==> src/rtl/flip_arbiter_if.sv <==
// rtl/flip_arbiter_if.sv - requester, response and flip-controller bundle for flip_arbiter
interface flip_arbiter_if;
  // Requester command channels
  logic        req0_valid;
  logic [15:0] req0_cmd;
  logic        req0_ready;
  logic        req1_valid;
  logic [15:0] req1_cmd;
  logic        req1_ready;

  // Shared response channel
  logic        resp0_valid;
  logic        resp1_valid;
  logic [15:0] resp_data;
  logic        resp_err;

  // Flip controller side
  logic        fc_start;
  logic [7:0]  fc_base_addr;
  logic [1:0]  fc_r1;
  logic [1:0]  fc_r2;
  logic [1:0]  fc_c1;
  logic [1:0]  fc_c2;
  logic        fc_done;
  logic [15:0] fc_flipped_out;

  // Status
  logic        busy;

  // Arbiter side
  modport slave (
    input  req0_valid, req0_cmd, req1_valid, req1_cmd, fc_done, fc_flipped_out,
    output req0_ready, req1_ready, resp0_valid, resp1_valid, resp_data, resp_err,
    output fc_start, fc_base_addr, fc_r1, fc_r2, fc_c1, fc_c2, busy
  );

  // Requesters and flip controller side
  modport master (
    output req0_valid, req0_cmd, req1_valid, req1_cmd, fc_done, fc_flipped_out,
    input  req0_ready, req1_ready, resp0_valid, resp1_valid, resp_data, resp_err,
    input  fc_start, fc_base_addr, fc_r1, fc_r2, fc_c1, fc_c2, busy
  );
endinterface

==> src/rtl/flip_arbiter.sv <==
// rtl/flip_arbiter.sv - two-requester round-robin arbiter in front of one flip controller
// Optional feature macro: FLIP_ARB_TIMEOUT_EN (WAIT-state timeout with error response)
module flip_arbiter #(
  parameter int TIMEOUT_CYCLES = 64
) (
  input  logic          clk,
  input  logic          rst,
  flip_arbiter_if.slave bus
);

  typedef enum logic [1:0] {
    IDLE  = 2'd0,
    ISSUE = 2'd1,
    WAIT  = 2'd2,
    RESP  = 2'd3
  } state_t;

  state_t      state;
  state_t      state_nxt;
  logic        rr_ptr;
  logic        grant;
  logic        accept;
  logic [15:0] sel_cmd;
  logic        req_id;
  logic [7:0]  base_q;
  logic [1:0]  r1_q;
  logic [1:0]  r2_q;
  logic [1:0]  c1_q;
  logic [1:0]  c2_q;
  logic [15:0] data_q;
  logic        done_hit;
  logic        timeout_hit;
  logic        resp0;
  logic        resp1;

  if (TIMEOUT_CYCLES < 2 || TIMEOUT_CYCLES > 65535) begin : g_bad_timeout
    $error("flip_arbiter: TIMEOUT_CYCLES must be in 2..65535");
  end

  // Offer the IDLE slot to the sole valid requester, otherwise to the round-robin pointer.
  always_comb begin
    grant = rr_ptr;
    if (bus.req0_valid && !bus.req1_valid) begin
      grant = 1'b0;
    end else if (bus.req1_valid && !bus.req0_valid) begin
      grant = 1'b1;
    end
  end

  assign accept   = !rst && (state == IDLE) && (grant ? bus.req1_valid : bus.req0_valid);
  assign sel_cmd  = grant ? bus.req1_cmd : bus.req0_cmd;
  // Completion is only meaningful while a command is outstanding.
  assign done_hit = (state == WAIT) && bus.fc_done;

`ifdef FLIP_ARB_TIMEOUT_EN
  localparam logic [15:0] TC_LAST = 16'(TIMEOUT_CYCLES - 1);

  logic [15:0] wait_cnt;
  logic        err_q;

  // Count WAIT cycles; cleared while issuing so each WAIT visit starts from zero.
  always_ff @(posedge clk) begin
    if (rst) begin
      wait_cnt <= '0;
    end else if (state == ISSUE) begin
      wait_cnt <= '0;
    end else if (state == WAIT) begin
      wait_cnt <= wait_cnt + 16'd1;
    end
  end

  // A completion arriving in the terminal-count cycle takes priority over the timeout.
  assign timeout_hit = (state == WAIT) && !bus.fc_done && (wait_cnt == TC_LAST);

  // Remember whether the pending response is a timeout.
  always_ff @(posedge clk) begin
    if (rst) begin
      err_q <= 1'b0;
    end else if (done_hit) begin
      err_q <= 1'b0;
    end else if (timeout_hit) begin
      err_q <= 1'b1;
    end
  end

  assign bus.resp_err = (resp0 || resp1) && err_q;
`else
  assign timeout_hit  = 1'b0;
  assign bus.resp_err = 1'b0;
`endif

  // Next-state logic: one command in flight, strictly IDLE -> ISSUE -> WAIT -> RESP.
  always_comb begin
    state_nxt = state;
    case (state)
      IDLE:    if (accept) state_nxt = ISSUE;
      ISSUE:   state_nxt = WAIT;
      WAIT:    if (done_hit || timeout_hit) state_nxt = RESP;
      RESP:    state_nxt = IDLE;
      default: state_nxt = IDLE;
    endcase
  end

  // State register and round-robin pointer, which flips to the other requester after each response.
  always_ff @(posedge clk) begin
    if (rst) begin
      state  <= IDLE;
      rr_ptr <= 1'b0;
    end else begin
      state <= state_nxt;
      if (state == RESP) begin
        rr_ptr <= ~req_id;
      end
    end
  end

  // Latch the accepted command with its bounds ordered low-to-high.
  always_ff @(posedge clk) begin
    if (rst) begin
      req_id <= 1'b0;
      base_q <= '0;
      r1_q   <= '0;
      r2_q   <= '0;
      c1_q   <= '0;
      c2_q   <= '0;
    end else if (accept) begin
      req_id <= grant;
      base_q <= sel_cmd[15:8];
      if (sel_cmd[7:6] > sel_cmd[5:4]) begin
        r1_q <= sel_cmd[5:4];
        r2_q <= sel_cmd[7:6];
      end else begin
        r1_q <= sel_cmd[7:6];
        r2_q <= sel_cmd[5:4];
      end
      if (sel_cmd[3:2] > sel_cmd[1:0]) begin
        c1_q <= sel_cmd[1:0];
        c2_q <= sel_cmd[3:2];
      end else begin
        c1_q <= sel_cmd[3:2];
        c2_q <= sel_cmd[1:0];
      end
    end
  end

  // Capture the flip result, or force zero data when the wait times out.
  always_ff @(posedge clk) begin
    if (rst) begin
      data_q <= '0;
    end else if (done_hit) begin
      data_q <= bus.fc_flipped_out;
    end else if (timeout_hit) begin
      data_q <= '0;
    end
  end

  // Outputs are forced low while reset is asserted, even before the first reset edge.
  assign resp0 = !rst && (state == RESP) && !req_id;
  assign resp1 = !rst && (state == RESP) && req_id;

  assign bus.req0_ready   = !rst && (state == IDLE) && !grant;
  assign bus.req1_ready   = !rst && (state == IDLE) && grant;
  assign bus.resp0_valid  = resp0;
  assign bus.resp1_valid  = resp1;
  assign bus.resp_data    = (resp0 || resp1) ? data_q : 16'h0000;
  assign bus.fc_start     = !rst && (state == ISSUE);
  assign bus.fc_base_addr = rst ? 8'h00 : base_q;
  assign bus.fc_r1        = rst ? 2'b00 : r1_q;
  assign bus.fc_r2        = rst ? 2'b00 : r2_q;
  assign bus.fc_c1        = rst ? 2'b00 : c1_q;
  assign bus.fc_c2        = rst ? 2'b00 : c2_q;
  assign bus.busy         = !rst && (state != IDLE);

endmodule
==> src/flat_wrapper.sv <==
// flat-port wrapper written by rule: the top's interface ports become plain ports
module flip_arbiter_flat 
#(
  parameter int TIMEOUT_CYCLES = 64
)
  (clk, rst, bus_req0_valid, bus_req0_cmd, bus_req1_valid, bus_req1_cmd, bus_fc_done, bus_fc_flipped_out, bus_req0_ready, bus_req1_ready, bus_resp0_valid, bus_resp1_valid, bus_resp_data, bus_resp_err, bus_fc_start, bus_fc_base_addr, bus_fc_r1, bus_fc_r2, bus_fc_c1, bus_fc_c2, bus_busy);
  flip_arbiter_if bus_i ();
  input  logic clk;
  input  logic rst;
  input wire logic [$bits(bus_i.req0_valid)-1:0] bus_req0_valid;
  input wire logic [$bits(bus_i.req0_cmd)-1:0] bus_req0_cmd;
  input wire logic [$bits(bus_i.req1_valid)-1:0] bus_req1_valid;
  input wire logic [$bits(bus_i.req1_cmd)-1:0] bus_req1_cmd;
  input wire logic [$bits(bus_i.fc_done)-1:0] bus_fc_done;
  input wire logic [$bits(bus_i.fc_flipped_out)-1:0] bus_fc_flipped_out;
  output wire logic [$bits(bus_i.req0_ready)-1:0] bus_req0_ready;
  output wire logic [$bits(bus_i.req1_ready)-1:0] bus_req1_ready;
  output wire logic [$bits(bus_i.resp0_valid)-1:0] bus_resp0_valid;
  output wire logic [$bits(bus_i.resp1_valid)-1:0] bus_resp1_valid;
  output wire logic [$bits(bus_i.resp_data)-1:0] bus_resp_data;
  output wire logic [$bits(bus_i.resp_err)-1:0] bus_resp_err;
  output wire logic [$bits(bus_i.fc_start)-1:0] bus_fc_start;
  output wire logic [$bits(bus_i.fc_base_addr)-1:0] bus_fc_base_addr;
  output wire logic [$bits(bus_i.fc_r1)-1:0] bus_fc_r1;
  output wire logic [$bits(bus_i.fc_r2)-1:0] bus_fc_r2;
  output wire logic [$bits(bus_i.fc_c1)-1:0] bus_fc_c1;
  output wire logic [$bits(bus_i.fc_c2)-1:0] bus_fc_c2;
  output wire logic [$bits(bus_i.busy)-1:0] bus_busy;
  assign bus_i.req0_valid = bus_req0_valid;
  assign bus_i.req0_cmd = bus_req0_cmd;
  assign bus_i.req1_valid = bus_req1_valid;
  assign bus_i.req1_cmd = bus_req1_cmd;
  assign bus_i.fc_done = bus_fc_done;
  assign bus_i.fc_flipped_out = bus_fc_flipped_out;
  assign bus_req0_ready = bus_i.req0_ready;
  assign bus_req1_ready = bus_i.req1_ready;
  assign bus_resp0_valid = bus_i.resp0_valid;
  assign bus_resp1_valid = bus_i.resp1_valid;
  assign bus_resp_data = bus_i.resp_data;
  assign bus_resp_err = bus_i.resp_err;
  assign bus_fc_start = bus_i.fc_start;
  assign bus_fc_base_addr = bus_i.fc_base_addr;
  assign bus_fc_r1 = bus_i.fc_r1;
  assign bus_fc_r2 = bus_i.fc_r2;
  assign bus_fc_c1 = bus_i.fc_c1;
  assign bus_fc_c2 = bus_i.fc_c2;
  assign bus_busy = bus_i.busy;
  flip_arbiter #(.TIMEOUT_CYCLES(TIMEOUT_CYCLES)) u_core (.clk(clk), .rst(rst), .bus(bus_i));
endmodule
==> config.mk <==
export PLATFORM = sky130hd
export DESIGN_NAME = flip_arbiter_flat
export DESIGN_NICKNAME = d
export VERILOG_FILES = /design/src/rtl/flip_arbiter_if.sv /design/src/rtl/flip_arbiter.sv /design/src/flat_wrapper.sv
export SDC_FILE = /design/constraint.sdc
export NUM_CORES = 1
export LEC_CHECK = 0
export CAP_MARGIN = 0
export CORE_MARGIN = 8
export CORE_UTILIZATION = 35
export CTS_CLUSTER_SIZE = 28
export DETAILED_ROUTE_END_ITERATION = 10
export PLACE_DENSITY = 0.66
export SLEW_MARGIN = 20
export SYNTH_ARGS = -nofsm -noshare
export SYNTH_HDL_FRONTEND = slang
export SYNTH_SLANG_ARGS = --single-unit
==> constraint.sdc <==
create_clock -name clk -period 2.8 [get_ports clk]
set_input_delay 0.7 -clock clk [delete_from_list [all_inputs] [get_ports clk]]
set_output_delay 0.7 -clock clk [all_outputs]
set_load 0.05 [all_outputs]
# ---- Word level (Yosys, flattened, before mapping)
# Index checks and enable logic that the tools add are counted.
dict set report word_totals {
  out_inout_bits 39
  in_bits 53
  regBits 36
  wordCells 55
}
dict set report classes {
  n_lt_le_gt_ge 2
  n_mux 17
  n_eq_ne 5
  n_reduce_logical 21
  bitwise_logic 1
}
# cell count
set op_table {}
lappend op_table {{$mux W16} 2}
lappend op_table {{$mux W2} 10}
lappend op_table {{$logic_and A1 B1 Y1} 12}
lappend op_table {{$mux W8} 1}
lappend op_table {{$pmux W2 S4} 1}
lappend op_table {{$logic_not A1 Y1} 5}
lappend op_table {{$eq A2 B2 Y1 const B} 2}
lappend op_table {{$gt A2 B2 Y1} 2}
lappend op_table {{$ne A2 B1 Y1 const B} 2}
lappend op_table {{$mux W1} 3}
lappend op_table {{$eq A2 B1 Y1 const B} 1}
lappend op_table {{$logic_not A2 Y1} 1}
lappend op_table {{$reduce_and A2 Y1} 1}
lappend op_table {{$reduce_bool A2 Y1} 1}
lappend op_table {{$logic_or A1 B1 Y1} 1}
lappend op_table {{$not A1 Y1} 1}

# ---- Longest topological paths before layout
# Gate-level depths: netlist of the first run.
dict set report logic_depth {
  depth_word 8
  ltp_mapped 11
  ltp_nobuf 9
}

# ---- Least setup slack after synthesis of the first run
# Ideal clock, no wire load.
dict set report synth_path {
  kind {input to output}
  from {input port bus_req1_valid}
  to {output port bus_req1_ready}
  setup_slack_ns 0.029
  n_path_buf 2
  t_required_ns 2.100
  stages 5
  arrival_ns 2.071
  cell_sequence {nor2b_2 o21a_1 buf_6 buf_2 nor2b_1}
}
dict set report synth_via {
  elab_chain_len 4
  elab_cells_between_ends 6
  classes_between {mux (2); reduce/logical (4)}
}
# element line
set synth_lines {}
lappend synth_lines {{start: declaration} flat_wrapper.sv:12} ;# input wire logic [$bits(bus_i.req1_valid)-1:0] bus_req1_valid;
lappend synth_lines {{$logic_and A1 B1 Y1 / $logic_not A1 Y1 (equally long branches)} {flip_arbiter.sv:45, flip_arbiter.sv:43}}
lappend synth_lines {{$mux W1 / $logic_and A1 B1 Y1 (equally long branches)} {flip_arbiter.sv:45, flip_arbiter.sv:43}}
lappend synth_lines {{$mux W1 *} flip_arbiter.sv:43} ;# if (bus.req0_valid && !bus.req1_valid) begin
lappend synth_lines {{$logic_and A1 B1 Y1 *} flip_arbiter.sv:162} ;# assign bus.req1_ready = !rst && (state == IDLE) && grant;
lappend synth_lines {{end: declaration} flat_wrapper.sv:17} ;# output wire logic [$bits(bus_i.req1_ready)-1:0] bus_req1_ready;
# Mark *: on every way between the ends. The rest lies on a longest branch, timed or not.

# ---- Final worst setup path of the first run
dict set report layout_path {
  from {input port rst}
  to {output port bus_resp_data[7]}
}
dict set report layout_via {
  elab_chain_len 5
  elab_cells_between_ends 6
  classes_between {mux (1); reduce/logical (5)}
}
# element line
set layout_lines {}
lappend layout_lines {{start: declaration} flat_wrapper.sv:9} ;# input logic rst;
lappend layout_lines {{$logic_not A1 Y1 *} {flip_arbiter.sv:158, flip_arbiter.sv:159}}
lappend layout_lines {{$logic_and A1 B1 Y1 *} {flip_arbiter.sv:158, flip_arbiter.sv:159}}
lappend layout_lines {{$logic_and A1 B1 Y1 (on tied branches)} {flip_arbiter.sv:158, flip_arbiter.sv:159}}
lappend layout_lines {{$logic_or A1 B1 Y1 *} flip_arbiter.sv:165} ;# assign bus.resp_data = (resp0 || resp1) ? data_q : 16'h0000;
lappend layout_lines {{$mux W16 *} flip_arbiter.sv:165}
lappend layout_lines {{end: declaration} flat_wrapper.sv:20} ;# output wire logic [$bits(bus_i.resp_data)-1:0] bus_resp_data;
# Marked as above.

==> impl_metrics.csv, run 1 <==
group,metric,value,unit
cts,cts_root_buf,"clkbuf_8",
floorplanning,die_height,92.1,um
worst_hold_path,hold_class,"reg2reg",
global_route,antenna_found_initial,0,
timing,grt_setup_unrepaired,"no",
cts,cts_setup_buffers,0,
detailed_routing,num_vias,1941,
cts,ctsLongestPathBuffers,2,
cts,cts_buffers,5,
setup_path,end_kind,"output port",
finish,utilization,65.4,%
cts,htreeDepth,2,
detailed_routing,wl_per_cell,13.5,um
floorplanning,rows,27,
timing,slew-limit-headroom,63.1,%
detailed_routing,drc_errors,0,
global_route,grt_pass1_wl,9180,um
synth,ys.warnings.count,0,
finish,final_common_cell,"clkdlybuf4s50_1",
global_route,overflow,0,
synth,syn_area,0.00203,mm2
timing,fin_hold_ws,0.449,ns
pwr,power.density,560,mW/mm2
flow_run,cap_viol_max_count,0,
placement,placed_area,0.00345,mm2
synth,synth_seq_cells,36,
synth,syn_avg_cell_area,8.11,um2
global_route,grtUsageTotal,13.1,%
cts,ctsHoldBuffers,0,
detailed_routing,via_per_inst,4.58,
cts,cts_tree,"built",
timing,worst_pin_slew,0.554,ns
global_route,grt_pass1_vias,1876,
setup_path,required,2.10,ns
setup_path,cp_slowest_cell,"clkdlybuf4s50_1",
setup_path,crit_type,"in2out",
setup_path,path_cells,"clkdlybuf4s50_1, nor2b_1, buf_4, and2_1, buf_12",
finish,fin_cells,424,
timing,hold_viol,0,
timing,slew_viol_final,0,
floorplanning,initial_core_util,36.6,%
finish,fin_nets,417,
setup_path,cp_slowest_stage_delay,0.48,ns
detailed_routing,drt_iter0_drc,30,
floorplanning,die_width,92.1,um
setup_path,crit_arrival,1.91,ns
detailed_routing,wl,5700,um
timing,post-route-period-util,93.2,%
timing,skew,0.00819,ns
cts,cts.clk_slew.worst_paths,0.06,ns
timing,finalSetupViolCount,0,
finish,drive_gt1_share,22.2,%
placement,dp_hpwl,4650,um
floorplanning,io_pins,92,
synth,synthesis.nets,316,
pwr,vdd_ir_drop_max,383,uV
placement,dp_cells,416,
floorplanning,die_area,0.00849,mm2
timing,period_needed,2.61,ns
finish,final_cell_area,0.00362,mm2
setup_path,cp-start-kind,"primary input",
global_route,grt_max_degree,21,
placement,gp_congestion,0.731,
synth,ys_types,32,
synth,netlist_instances,250,
detailed_routing,ant_nets,0,
timing,clock.fmax,383,MHz
cts,clock_latency,0.28,ns
floorplanning,core,0.00554,mm2
cts,cts_sinks,36,
timing,tns,0,ns
finish,syn_to_final_growth,78.5,%
finish,num_antenna_cells,0,
run_status,status,"complete, no violations",
placement,port_buffers,90,
finish,most-common-layout-cells,"clkdlybuf4s50_1 (50), nand2_1 (48), buf_12 (37), dfxtp_1 (36)",
setup_path,path_max_fanout,14,
pwr,p_leak,1.48,nW
detailed_routing,drtPass1Iterations,4,
synth,seq_area_frac_synth,35.5,%
## flip-flops by register name (all words and copies together) (netlist names)
| register | count |
|---|---|
| u_core.data_q | 16 |
| u_core.state | 2 |
| u_core.rr_ptr | 1 |
| u_core.base_q | 8 |
| u_core.r2_q | 2 |
| u_core.r1_q | 2 |
| u_core.c1_q | 2 |
| u_core.c2_q | 2 |
| u_core.req_id | 1 |
## metal layers
layer | GRT usage, % | share of wire, %
met4 | 3.36 | 0.93
met5 | 0 | 0
met3 | 6.85 | 9.4
met2 | 21.4 | 46
met1 | 14.6 | 44
## report_power, final
part           total (mW)  internal [mW]  leakage (nW)  switching, mW
clock network       0.374          0.201        0.0455          0.173
logic               0.996          0.477          1.14          0.519
registers           0.657          0.618         0.294         0.0383
total                2.03           1.30          1.48          0.731
## through the flow
step | setup WS (ns) | power (mW)
2_1_floorplan | 0.0285 | 1.22
3_3_place_gp | -0.306 | 1.61
3_5_place_dp | -0.405 | 1.63
4_1_cts | 0.0133 | 2.02
5_1_grt | 0.116 | 2.15
6_report | 0.191 | 2.03
## final timing paths
path | cells after the start | slack [ns] | endpoint | startpoint
setup reg to reg | 8 | 0.72 | u_core.r1_q[0] | u_core.rr_ptr
hold reg to reg | 2 | 0.45 | u_core.data_q[14] | u_core.data_q[14]
setup / recovery | 5 | 0.19 | bus_resp_data[7] | rst
hold / removal | 2 | 0.45 | u_core.data_q[14] | u_core.data_q[14]
## critical path: cells and delay by family
| family | cells | cell delay, ns |
|---|---|---|
| buffers and inverters | 3 | 0.83 |
| AND/OR/NAND/NOR | 2 | 0.38 |
## layout make-up
cell class              count  area (um2)
flip-flops and latches     36         721
well taps                  72        90.1
inverters                  11        41.3
repair buffers            109        1420
clock buffers               8        90.1
fillers                   468        1920
multi-input cells         188        1260
## cells in the mapped netlist
| library cell | instances | area, um2 |
|---|---|---|
| nor2b_2 | 1 | 8.76 |
| nor2b_1 | 20 | 125 |
| o21bai_1 | 3 | 22.5 |
| o21a_1 | 3 | 22.5 |
| nor4bb_1 | 2 | 20.0 |
| mux2i_1 | 12 | 120 |
| nor3_1 | 1 | 5.00 |
| a21oi_1 | 17 | 85.1 |
| clkbuf_1 | 6 | 22.5 |
| o21ai_1 | 10 | 50.1 |
| buf_4 | 1 | 7.51 |
| o21ai_0 | 2 | 10.0 |
| nand3_1 | 4 | 20.0 |
| inv_1 | 9 | 33.8 |
| and2_1 | 19 | 119 |
| nor2_1 | 7 | 26.3 |
| conb_1 | 1 | 3.75 |
| nand2b_1 | 3 | 18.8 |
| o31ai_1 | 1 | 7.51 |
| buf_2 | 5 | 25.0 |
| dfxtp_1 | 36 | 721 |
| or2_1 | 1 | 6.26 |
| a211oi_1 | 3 | 22.5 |
| ha_1 | 13 | 163 |
| mux2_1 | 2 | 22.5 |
| buf_1 | 1 | 3.75 |
| inv_2 | 2 | 7.51 |
| o211ai_1 | 12 | 90.1 |
| mux2_2 | 2 | 22.5 |
| nand2b_4 | 1 | 13.8 |
| buf_6 | 2 | 22.5 |
| nand2_1 | 48 | 180 |
## cell families (layout without fill, tap and decap cells)
kind of cell,after synthesis,after routing,share of synthesized area [%]
and+or+nand+nor,107,107,26.8
buffers and inverters,26,128,6.05
DFF,36,36,35.5
AOI/OAI and AO/OA,51,51,15.3
adders and majority gates,13,13,8.02
other,1,1,0.185
muxes,16,16,8.14
## what timing repair did
| action | CTS | global route |
|---|---|---|
| gates resized for setup | 6 | 11 |
| hold endpoints to repair | 0 | 0 |
| pin swaps | 0 | 3 |
| setup endpoints to repair | 6 | 6 |
Note: power is estimated with default switching activity, not from simulation.
==> inputs of run 2 (changes only) <==
--- a/config.mk
+++ b/config.mk
@@ -5,6 +5,7 @@
 export SDC_FILE = /design/constraint.sdc
 export NUM_CORES = 1
 export LEC_CHECK = 0
+export ABC_CLOCK_PERIOD_IN_PS = 2800
 export CAP_MARGIN = 0
 export CORE_MARGIN = 8
 export CORE_UTILIZATION = 35
==> results of run 2 <==
Final layout, timing and power as in run 1 (identical DEF).
==> inputs of run 3 (changes only) <==
--- a/config.mk
+++ b/config.mk
@@ -5,7 +5,7 @@
 export SDC_FILE = /design/constraint.sdc
 export NUM_CORES = 1
 export LEC_CHECK = 0
-export ABC_CLOCK_PERIOD_IN_PS = 2800
+export ABC_CLOCK_PERIOD_IN_PS = 2600
 export CAP_MARGIN = 0
 export CORE_MARGIN = 8
 export CORE_UTILIZATION = 35
==> constraint.sdc (replaced) <==
create_clock -name clk -period 2.6 [get_ports clk]
set_input_delay 0.65 -clock clk [delete_from_list [all_inputs] [get_ports clk]]
set_output_delay 0.65 -clock clk [all_outputs]
set_load 0.05 [all_outputs]
==> run 3 against run 2 <==
Compared with the run above:
- clock power is essentially flat
- sequential share of layout area grew 0.055 points
- register-to-register slack lost 0.20 ns
- clock skew shrank 0.0058 ns
- global-route usage grew 1.2 points
- setup slack lost 0.10 ns
- critical endpoint is now bus_fc_c2[1]
- non-clock buffer count grew 2
- first-iteration DRC count grew 6.7%
- routed wire length grew 1.8%
==> impl_metrics.csv, run 3 (synthesis results as in run 1) <==
group,metric,value,unit
run_status,status,"complete, no violations",
finish,utilization,65.2,%
detailed_routing,num_vias,1981,
floorplanning,die_width,92.1,um
cts,cts_sinks,36,
pwr,switching_power,797,uW
finish,final_common_cell,"clkdlybuf4s50_1",
pwr,power.density,599,mW/mm2
timing,grt_setup_unrepaired,"no",
detailed_routing,wl_per_cell,13.7,um
finish,num_antenna_cells,0,
timing,post-route-period-util,96.5,%
global_route,grt_pass1_wl,10000,um
floorplanning,initial_core_util,36.6,%
timing,finalSetupViolCount,0,
floorplanning,die_area,0.00849,mm2
cts,ctsHoldBuffers,0,
pwr,p_clk_share,17.3,%
global_route,antenna_found_initial,0,
pwr,vdd_ir_drop_max,368,uV
timing,clock.fmax,399,MHz
setup_path,crit_type,"in2out",
detailed_routing,drt_iter0_drc,32,
timing,skew,0.00236,ns
timing,tns,0,ns
global_route,overflow,0,
finish,drive_gt1_share,21.8,%
setup_path,required,1.95,ns
finish,top_regs,"u_core.data_q: 16 flops, u_core.base_q: 8 flops",
cts,ctsLongestPathBuffers,2,
placement,gp_congestion,0.818,
timing,slew-limit-headroom,61.7,%
finish,syn_to_final_growth,78.0,%
setup_path,path_max_fanout,17,
floorplanning,io_pins,92,
finish,fin_nets,419,
detailed_routing,drc_errors,0,
setup_path,cp-start-kind,"primary input",
placement,dp_hpwl,4620,um
placement,dp_cells,417,
pwr,internal_power,1.37,mW
timing,slew_viol_final,0,
finish,largest_register_ffs,16,
detailed_routing,ant_nets,0,
detailed_routing,drtPass1Iterations,4,
floorplanning,core,0.00554,mm2
pwr,p_leak,1.46,nW
finish,regMostFlops,"u_core.data_q",
finish,multiInputGateArea,0.00124,mm2
global_route,grt_pass1_vias,2049,
timing,worst_pin_slew,0.575,ns
timing,period_needed,2.51,ns
finish,regArea,721,um2
cts,cts_buffers,5,
finish,fin_cells,425,
cts,cts.clk_slew.worst_paths,0.07,ns
timing,fin_hold_ws,0.451,ns
cts,cts_tree,"built",
detailed_routing,via_per_inst,4.66,
cts,htreeDepth,2,
cts,clock_latency,0.28,ns
setup_path,crit_arrival,1.86,ns
pwr,p_seq_share,32.7,%
floorplanning,die_height,92.1,um
placement,port_buffers,90,
global_route,grt_max_degree,19,
timing,hold_viol,0,
detailed_routing,wl,5810,um
pwr,switching_share,36.8,%
floorplanning,rows,27,
flow_run,cap_viol_max_count,0,
setup_path,end_kind,"output port",
worst_hold_path,hold_class,"reg2reg",
finish,most-common-layout-cells,"clkdlybuf4s50_1 (50), nand2_1 (48), buf_12 (38), dfxtp_1 (36), buf_4 (21)",
global_route,grtUsageTotal,14.3,%
cts,cts_root_buf,"clkbuf_8",
pwr,combPwrFrac,50.0,%
finish,fillers,488,
## run 3: power groups by stage
stage          clock network (mW)  logic, mW  registers (mW)
4_1_cts                     0.391       1.09           0.707
3_3_place_gp                    0       1.03           0.713
3_5_place_dp                    0       1.04           0.719
6_report                    0.375       1.08           0.706
5_1_grt                     0.410       1.18           0.720
2_1_floorplan                   0      0.608           0.705
## run 3: worst max-delay path, stage by stage
cell             delay, ns
clkdlybuf4s50_1       0.48
buf_4                 0.24
nor2b_1               0.30
buf_12                0.18
## run 3: cell type report
cell class | count | share of cell area, %
clock buffer | 6 | 2.01
clock inverter | 1 | 0.139
inverter | 11 | 1.14
multi-input combinational | 188 | 34.5
sequential | 36 | 20.0
tap | 72 | 2.49
timing repair buffer | 111 | 39.8
## run 3: worst paths after layout
| kind | startpoint | to | slack [ns] | cells after the start |
|---|---|---|---|---|
| max | rst | bus_fc_c2[1] | 0.09 | 4 |
| min | u_core.data_q[3] | u_core.data_q[3] | 0.45 | 2 |
| max reg2reg | u_core.rr_ptr | u_core.r2_q[0] | 0.52 | 9 |
| min reg2reg | u_core.data_q[3] | u_core.data_q[3] | 0.45 | 2 |
## run 3: repair_timing
item,in CTS,in global routing
resized for setup,16,0
setup buffers,1,0
endpoints found under the setup margin,6,0
## run 3: metrics by stage
stage | power [mW] | instance area, um2 | setup WS (ns)
floorplan | 1.31 | 2030 | 0.00882
global placement | 1.74 | 3460 | -0.487
detailed placement | 1.76 | 3460 | -0.561
CTS | 2.19 | 3610 | 0.0923
global route | 2.31 | 3610 | 0.0155
finish | 2.16 | 3610 | 0.0917
## run 3: per-layer routing
metal  global-route usage [%]  vias up  part of all wire (%)
met5                        0        -                     0
met4                     3.22        0                  0.90
met3                     6.93        5                   9.3
met2                     22.5       68                    46
met1                     17.3      874                    44
li1                         -     1034                     -
